===== src/rtl/irq_ctrl_if.sv =====
// Bundles the per-channel event/control vectors and the request/ack handshake
// between the interrupt controller and its producer/consumer.
interface irq_ctrl_if #(
  parameter int N_CH = 4
);
  localparam int ID_W = $clog2(N_CH);

  logic [N_CH-1:0] src_i;
  logic [N_CH-1:0] edge_mode_i;
  logic [N_CH-1:0] mask_i;
  logic [N_CH-1:0] clear_i;
  logic            irq_ack_i;
  logic            irq_req_o;
  logic [ID_W-1:0] irq_id_o;
  logic [N_CH-1:0] pending_o;
  logic [N_CH-1:0] overrun_o;

  modport master (
    output src_i, edge_mode_i, mask_i, clear_i, irq_ack_i,
    input  irq_req_o, irq_id_o, pending_o, overrun_o
  );

  modport slave (
    input  src_i, edge_mode_i, mask_i, clear_i, irq_ack_i,
    output irq_req_o, irq_id_o, pending_o, overrun_o
  );
endinterface


===== src/rtl/irq_ctrl.sv =====
// Interrupt flag register and fixed-priority arbiter: sticky pending/overrun
// flags per channel, lowest enabled pending channel presented until acked.
//
//  state | meaning
//  IDLE  | no request outstanding; picks lowest enabled pending channel
//  REQ   | irq_req_o high, irq_id_o frozen until ack or withdrawal
module irq_ctrl #(
  parameter int N_CH = 4
) (
  input logic       clk,
  input logic       rst,
  irq_ctrl_if.slave bus
);
  localparam int ID_W = $clog2(N_CH);

  typedef enum logic {IDLE = 1'b0, REQ = 1'b1} state_t;

  state_t          state, state_nxt;
  logic [N_CH-1:0] src_d;
  logic [N_CH-1:0] pending, pending_nxt;
  logic [N_CH-1:0] overrun, overrun_nxt;
  logic [N_CH-1:0] ev;
  logic [N_CH-1:0] arb;
  logic [N_CH-1:0] ack_clr;
  logic [ID_W-1:0] irq_id, irq_id_nxt;
  logic [ID_W-1:0] low_id;

  assign ev  = (bus.edge_mode_i & bus.src_i & ~src_d) | (~bus.edge_mode_i & bus.src_i);
  assign arb = pending & bus.mask_i;

  always_comb begin
    low_id = '0;
    for (int i = N_CH - 1; i >= 0; i--) begin
      if (arb[i]) low_id = ID_W'(i);
    end
  end

  always_comb begin
    state_nxt  = state;
    irq_id_nxt = irq_id;
    ack_clr    = '0;
    case (state)
      IDLE: begin
        if (|arb) begin
          irq_id_nxt = low_id;
          state_nxt  = REQ;
        end
      end
      REQ: begin
        // Ack takes precedence over withdrawal so an acked id is always cleared.
        if (bus.irq_ack_i) begin
          ack_clr[irq_id] = 1'b1;
          state_nxt       = IDLE;
        end else if (!arb[irq_id]) begin
          state_nxt = IDLE;
        end
      end
      default: state_nxt = IDLE;
    endcase
  end

  always_comb begin
    pending_nxt = pending;
    overrun_nxt = overrun;
    for (int i = 0; i < N_CH; i++) begin
      if (ev[i])                          pending_nxt[i] = 1'b1;
      else if (bus.clear_i[i] || ack_clr[i]) pending_nxt[i] = 1'b0;

      if (ev[i] && pending[i] && bus.edge_mode_i[i]) overrun_nxt[i] = 1'b1;
      else if (bus.clear_i[i])                       overrun_nxt[i] = 1'b0;
    end
  end

  always_ff @(posedge clk or negedge rst) begin
    if (!rst) begin
      state   <= IDLE;
      src_d   <= '0;
      pending <= '0;
      overrun <= '0;
      irq_id  <= '0;
    end else begin
      state   <= state_nxt;
      src_d   <= bus.src_i;
      pending <= pending_nxt;
      overrun <= overrun_nxt;
      irq_id  <= irq_id_nxt;
    end
  end

  assign bus.irq_req_o = (state == REQ);
  assign bus.irq_id_o  = irq_id;
  assign bus.pending_o = pending;
  assign bus.overrun_o = overrun;
endmodule


===== src/flat_wrapper.sv =====
// flat-port wrapper written by rule: the top's interface ports become plain ports
module irq_ctrl_flat 
#(
  parameter int N_CH = 4
)
  (clk, rst, bus_src_i, bus_edge_mode_i, bus_mask_i, bus_clear_i, bus_irq_ack_i, bus_irq_req_o, bus_irq_id_o, bus_pending_o, bus_overrun_o);
  irq_ctrl_if #(.N_CH(N_CH)) bus_i ();
  input logic clk;
  input logic rst;
  input wire logic [$bits(bus_i.src_i)-1:0] bus_src_i;
  input wire logic [$bits(bus_i.edge_mode_i)-1:0] bus_edge_mode_i;
  input wire logic [$bits(bus_i.mask_i)-1:0] bus_mask_i;
  input wire logic [$bits(bus_i.clear_i)-1:0] bus_clear_i;
  input wire logic [$bits(bus_i.irq_ack_i)-1:0] bus_irq_ack_i;
  output wire logic [$bits(bus_i.irq_req_o)-1:0] bus_irq_req_o;
  output wire logic [$bits(bus_i.irq_id_o)-1:0] bus_irq_id_o;
  output wire logic [$bits(bus_i.pending_o)-1:0] bus_pending_o;
  output wire logic [$bits(bus_i.overrun_o)-1:0] bus_overrun_o;
  assign bus_i.src_i = bus_src_i;
  assign bus_i.edge_mode_i = bus_edge_mode_i;
  assign bus_i.mask_i = bus_mask_i;
  assign bus_i.clear_i = bus_clear_i;
  assign bus_i.irq_ack_i = bus_irq_ack_i;
  assign bus_irq_req_o = bus_i.irq_req_o;
  assign bus_irq_id_o = bus_i.irq_id_o;
  assign bus_pending_o = bus_i.pending_o;
  assign bus_overrun_o = bus_i.overrun_o;
  irq_ctrl #(.N_CH(N_CH)) u_core (.clk(clk), .rst(rst), .bus(bus_i));
endmodule

===== config.mk =====
export PLATFORM = sky130hd
export DESIGN_NAME = irq_ctrl_flat
export DESIGN_NICKNAME = d
export VERILOG_FILES = /design/src/rtl/irq_ctrl_if.sv /design/src/rtl/irq_ctrl.sv /design/src/flat_wrapper.sv
export SDC_FILE = /design/constraint.sdc
export NUM_CORES = 1
export LEC_CHECK = 0
export BUFFER_PORTS_ARGS = -buffer_cell sky130_fd_sc_hd__buf_4
export CAP_MARGIN = 20
export CORE_MARGIN = 5
export CORE_UTILIZATION = 39
export DETAILED_ROUTE_END_ITERATION = 12
export PLACE_DENSITY_LB_ADDON = 0.05
export REMOVE_ABC_BUFFERS = 1
export SLEW_MARGIN = 5
export SYNTH_ARGS = -nofsm -noshare
export SYNTH_HDL_FRONTEND = slang
export SYNTH_SLANG_ARGS = --single-unit

===== constraint.sdc =====
create_clock -name clk -period 1.2 [get_ports clk]
set_clock_uncertainty 0.05 [all_clocks]
set_input_delay 0.24 -clock clk [delete_from_list [all_inputs] [get_ports clk]]
set_output_delay 0.24 -clock clk [all_outputs]
set_load 0.01 [all_outputs]

# After elaboration in Yosys (flattened, before gate mapping)
# Cells that the tools add are included.
[classes]
bitwise = 8
eq_ne = 0
n_shift = 0
multipliers = 0
div = 0
n_lt_le_gt_ge = 2
n_mux = 30
n_reduce_logical = 23
n_addsub = 0
[op_table]
columns = ["op", "n"]
rows = [
  ["1-bit 2-to-1 mux", 21],
  ["4-bit AND", 4],
  ["2-bit nonzero test", 8],
  ["1-bit logical AND", 9],
  ["2-bit 2-to-1 mux", 4],
  ["4-bit 2-to-1 mux", 2],
  ["4-bit NOT", 2],
  ["1-bit logical OR", 4],
  ["4-bit bitwise OR", 1],
  ["4-bit OR reduction", 1],
  ["2-bit by 3-bit < comparator with 1-bit output (second input constant)", 1],
  ["1-bit binary-select mux with 2-bit select", 1],
  ["1-bit demux with 2-bit select", 1],
  ["2-bit by 1-bit greater-or-equal comparator with 1-bit output (second input constant)", 1],
  ["1-bit one-hot mux with 2 select lines", 1],
  ["2-bit AND reduction", 1],
  ["1-bit NOT", 1],
]
[word_totals]
latchBits = 0
romBits = 0
output_inout_bits = 11
ramBits = 0
n_memories = 0
wordCells = 74
inputBits = 19
regBits = 15

# Longest topological paths before layout
[depth]
word_depth = 9
ltp_mapped = 4
depth_no_buf = 4

# Least setup slack after synthesis
# OpenSTA, ideal clock, no wires.
[synth_timing]
path_kind = "register -> register"
startpoint = "register u_core.pending[2], in the netlist u_core.bus.pending_o[2]"
endpoint = "register u_core.irq_id[0], in the netlist u_core.bus.irq_id_o[0]"
synth_period_minus_slack_ps = 1268
arrival_ps = 1090
path_buffers = 0
setup_ps = 128
path_slack_ps = -68
required_ps = 1022
path_stages_with_launch = 5
path_cell_list = "dfrtp_1 > nand2_1 > a21oi_1 > nor2_1 > mux2_1"
[synth_via]
elab_chain_len = 4
word_cells_on_any_way = 6
[synth_lines]
columns = ["item", "line_no", "text"]
rows = [
  ["start: declaration", "irq_ctrl.sv:20", "logic [N_CH-1:0] pending, pending_nxt;"],
  ["start signal: assignment", "irq_ctrl.sv:84", "pending <= pending_nxt;"],
  ["4-bit AND *", "irq_ctrl.sv:29", "assign arb = pending & bus.mask_i;"],
  ["2-bit 2-to-1 mux (3 in series)", "irq_ctrl.sv:34", "if (arb[i]) low_id = ID_W'(i);"],
  ["end signal: assignment", "irq_ctrl.sv:86", "irq_id <= irq_id_nxt;"],
  ["end: declaration", "irq_ctrl.sv:25", "logic [ID_W-1:0] irq_id, irq_id_nxt;"],
]
# Mark *: on every way between the ends. The rest lies on a longest branch, timed or not.
# A chain may end at the register's enable or synchronous reset.

# Final worst setup path
[layout_timing]
startpoint = "register u_core.pending[0], in the netlist u_core.bus.pending_o[0]"
endpoint = "output bus_pending_o[0]"
[layout_rtl]
columns = ["item", "line_no", "text"]
rows = [
  ["end: declaration", "flat_wrapper.sv:17", "output wire logic [$bits(bus_i.pending_o)-1:0] bus_pending_o;"],
]
# No word-level cell between the ends.

==> results by group <==
Status
  • Status: complete, but fails checks
  • Failing checks: setup timing

Timing
  • Final setup viols: 8
  • Smallest hold slack: 0.01394 ns
  • Max Slew Vio Count: 0
  • Slew HR: 86.31%
  • Unrepaired setup endpoints after global routing: true
  • Fmax: 806.4 MHz
  • TNS Setup: -0.2275 ns
  • Worst-margin pin slew: 0.2048 ns
  • Hold Vio Cnt, Final: 0
  • Tmin final: 1.240 ns
  • Setup ws final: -0.04001 ns
  • Final period util: 103.3%

Setup path
  • WP depth: 2
  • Crit-path cells: buf_6 -> buf_6
  • FF-to-FF Start: u_core.bus.irq_id_o[0]
  • Setup CP Type: flop to output port
  • FF-to-FF path depth: 3
  • CP Capture Type: output port
  • CP top delay family: flip-flops
  • Most used cell, CP: buf_6
  • FF-to-FF End: u_core.bus.irq_req_o
  • Reg2Reg Setup Slack: -0.04 ns
  • Max incr delay on CP: 0.41 ns
  • Startpoint types: flop
  • Crit-path slowest cell: dfrtp_1
  • Crit path arrival time: 0.95 ns
  • Req. time, crit path: 0.91 ns
  • CP endpoint: bus_pending_o[0]
  • WP buf/inv: 2
  • Critical path origin: u_core.bus.pending_o[0]
  • Worst-path fanout max: 3

Drt
  • WL final: 1.878 mm
  • Antenna violation net count after detailed routing: 0
  • Via Count: 656
  • Drt first pass iters: 4
  • Avg Vias per Cell: 5.248
  • WL per Instance: 15.02 um
  • Initial DRC Count: 21
  • Residual DRC: 0

GRT
  • GR Overflow Total: 0
  • Initial antenna violation count: 0
  • Largest net degree at the start of global routing: 16
  • Vias in the first global route: 704
  • First-pass GRT wire length: 3.042 mm
  • GRT Util Overall: 15.63%

Placement
  • IO buf count: 29
  • Gpl congestion: 0.7595
  • Dpl cells: 109
  • DP Worst Slack: -0.02005 ns
  • Post-DP HPWL: 1.222 mm

Clock network
  • Max clock buf depth: 2
  • CTS tree: yes
  • Clk_lat worst skew: 0.29 ns
  • Clk root buf: clkbuf_4
  • Clock-pin slew on the worst setup and hold paths: 0.09 ns
  • CTS Buf Count: 3
  • Max H-tree Level: 1
  • Clk sink count: 15

Power
  • Flop pwr share: 33.4%
  • Power per cell area: 1699 nW/um^2
  • Switching part of the total: 33.03%
  • Leakage: 0.5732 nW
  • Switch Pwr: 0.0006563 W
  • Max VDD drop: 1083 uV
  • Clock group share of total power: 14.9%
  • Part of the power in combinational logic: 51.7%
  • Internal Power: 0.001331 W

Cells and area
  • Share of layout cells above drive strength 1: 58.72%
  • Antenna Cells: 0
  • Layout area overhead: 81.91%
  • Fin cells: 125
  • Final net count: 129

Floorplanning
  • DIE HEIGHT: 50.61 um
  • Core area: 1541 um^2
  • Die width: 50.61 um
  • Row Count: 14
  • IO Count: 30
  • Die ar.: 2561 um^2
  • Initial Util: 41.72%

Yosys
  • Mean Syn Cell Area: 11.28 um^2
  • Sequential cell area fraction in the yosys report: 58.37%
  • Synthesized flop and latch total: 15
  • Synth Cell Area: 643.1 um^2
  • Post-synth cell types: 17
  • Largest cells by area after synthesis: dfrtp_1 58%, a32o_1 7.8%, nand2_1 7.0%
  • Warnings, synthesis: 0
  • Number of synthesized flops with an enable pin: 0
  • Largest area contributor in the netlist: dfrtp_1
  • Post-synth ARST share: 100.0%
  • Most frequent cell after synthesis: dfrtp_1
  • Top_reg_cell synth: dfrtp_1
  • Synth Instances: 57
  • Share of the synthesized area in the top cell type: 58.37%
  • Most frequent cells after synthesis: 15 x dfrtp_1, 12 x nand2_1, 5 x a32o_1

Hold path
  • Hold path cells: 1
  • Hold Path Class: input port to flop

Job
  • Max Cap Viol: 0
==> power by group through the flow <==
| stage | combinational, W | sequential, W | clock (W) |
|---|---|---|---|
| 4_1_cts | 0.000879 | 0.000655 | 0.000299 |
| 3_3_place_gp | 0.000557 | 0.000693 | 0 |
| 2_1_floorplan | 0.000180 | 0.000734 | 0 |
| 6_report | 0.00103 | 0.000663 | 0.000296 |
| 5_1_grt | 0.00109 | 0.000676 | 0.000332 |
| 3_5_place_dp | 0.000557 | 0.000692 | 0 |
==> worst min-delay path by stage <==
stage / startpoint / end
after floorplan: rst / u_core.bus.irq_id_o[0]
after global placement: rst / u_core.bus.overrun_o[1]
after detailed placement: rst / u_core.bus.overrun_o[1]
after CTS: bus_src_i[3] / u_core.src_d[3]
after global routing: bus_src_i[1] / u_core.src_d[1]
final: bus_src_i[1] / u_core.src_d[1]
==> repair_timing <==
action                                 4_1_cts  5_1_grt
setup endpoints to repair                    8       10
resized for setup                           19       10
endpoints found under the hold margin       15        0
buffers inserted                            10        1
pin swaps                                    4        2
hold buffers                                 1        0
gates cloned                                 0        0
==> stage by stage <==
stage	utilization, %	instance area [um^2]	total power [W]
2_1_floorplan	-	643.1	0.0009147
3_3_place_gp	60.55	933.4	0.001251
3_5_place_dp	60.55	933.4	0.001249
4_1_cts	72.00	1110	0.001833
5_1_grt	75.89	1170	0.002100
6_report	75.89	1170	0.001987
==> layer usage <==
layer	vias to the layer above	part of all wire, %	global-route usage [%]
met5	-	0	0
met1	315	41	18.68
li1	311	-	-
met3	4	8.2	5.030
met2	26	48	25.00
met4	0	3.0	7.660
==> state kept, by name (all words and copies together) (netlist names) <==
register and flops:
u_core.src_d 4, u_core.bus.overrun_o 4, u_core.bus.pending_o 4, u_core.bus.irq_req_o 1, u_core.bus.irq_id_o 2
==> cell families (layout without fill, tap and decap cells) <==
group	Yosys count	count (layout)	share of synthesized area, %
multiplexers	2	2	5.253
flip-flops	15	15	58.37
AND/OR/NAND/NOR	24	24	17.31
buffers and inverters	4	56	2.334
AO/OA/AOI/OAI	12	12	16.73
==> cells in the final DEF (no fill, tap or decap) <==
cell,instances
mux4_2,1
nand4_1,1
nand2_2,3
a21oi_4,2
mux2_1,1
inv_1,4
clkbuf_4,3
clkbuf_1,1
nand2b_1,1
nand3_1,1
nand4b_1,1
dfrtp_2,1
nor2_2,2
buf_6,15
o311ai_4,1
o21ai_2,1
buf_4,32
dfrtp_1,14
nand2_1,8
dlygate4sd3_1,1
a32o_2,2
nor2_1,2
nand2_4,1
a32o_1,5
a21boi_0,1
nor2b_1,4
==> layout make-up <==
class	instances	area, um^2
timing repair buffer	48	419.2
sequential	15	376.6
fill	110	371.6
multi-input combinational	38	312.8
clock buffer	4	26.28
tap	16	20.02
inverter	4	15.01
==> worst register-to-register path: cells and delay by family (launching register included) <==
kind,cells,cell delay [ns]
multiplexers,1,0.49
AO/OA/AOI/OAI,1,0.12
buffers and inverters,1,0.11
flip-flops,1,0.39
(Power assumes the default switching activity.)
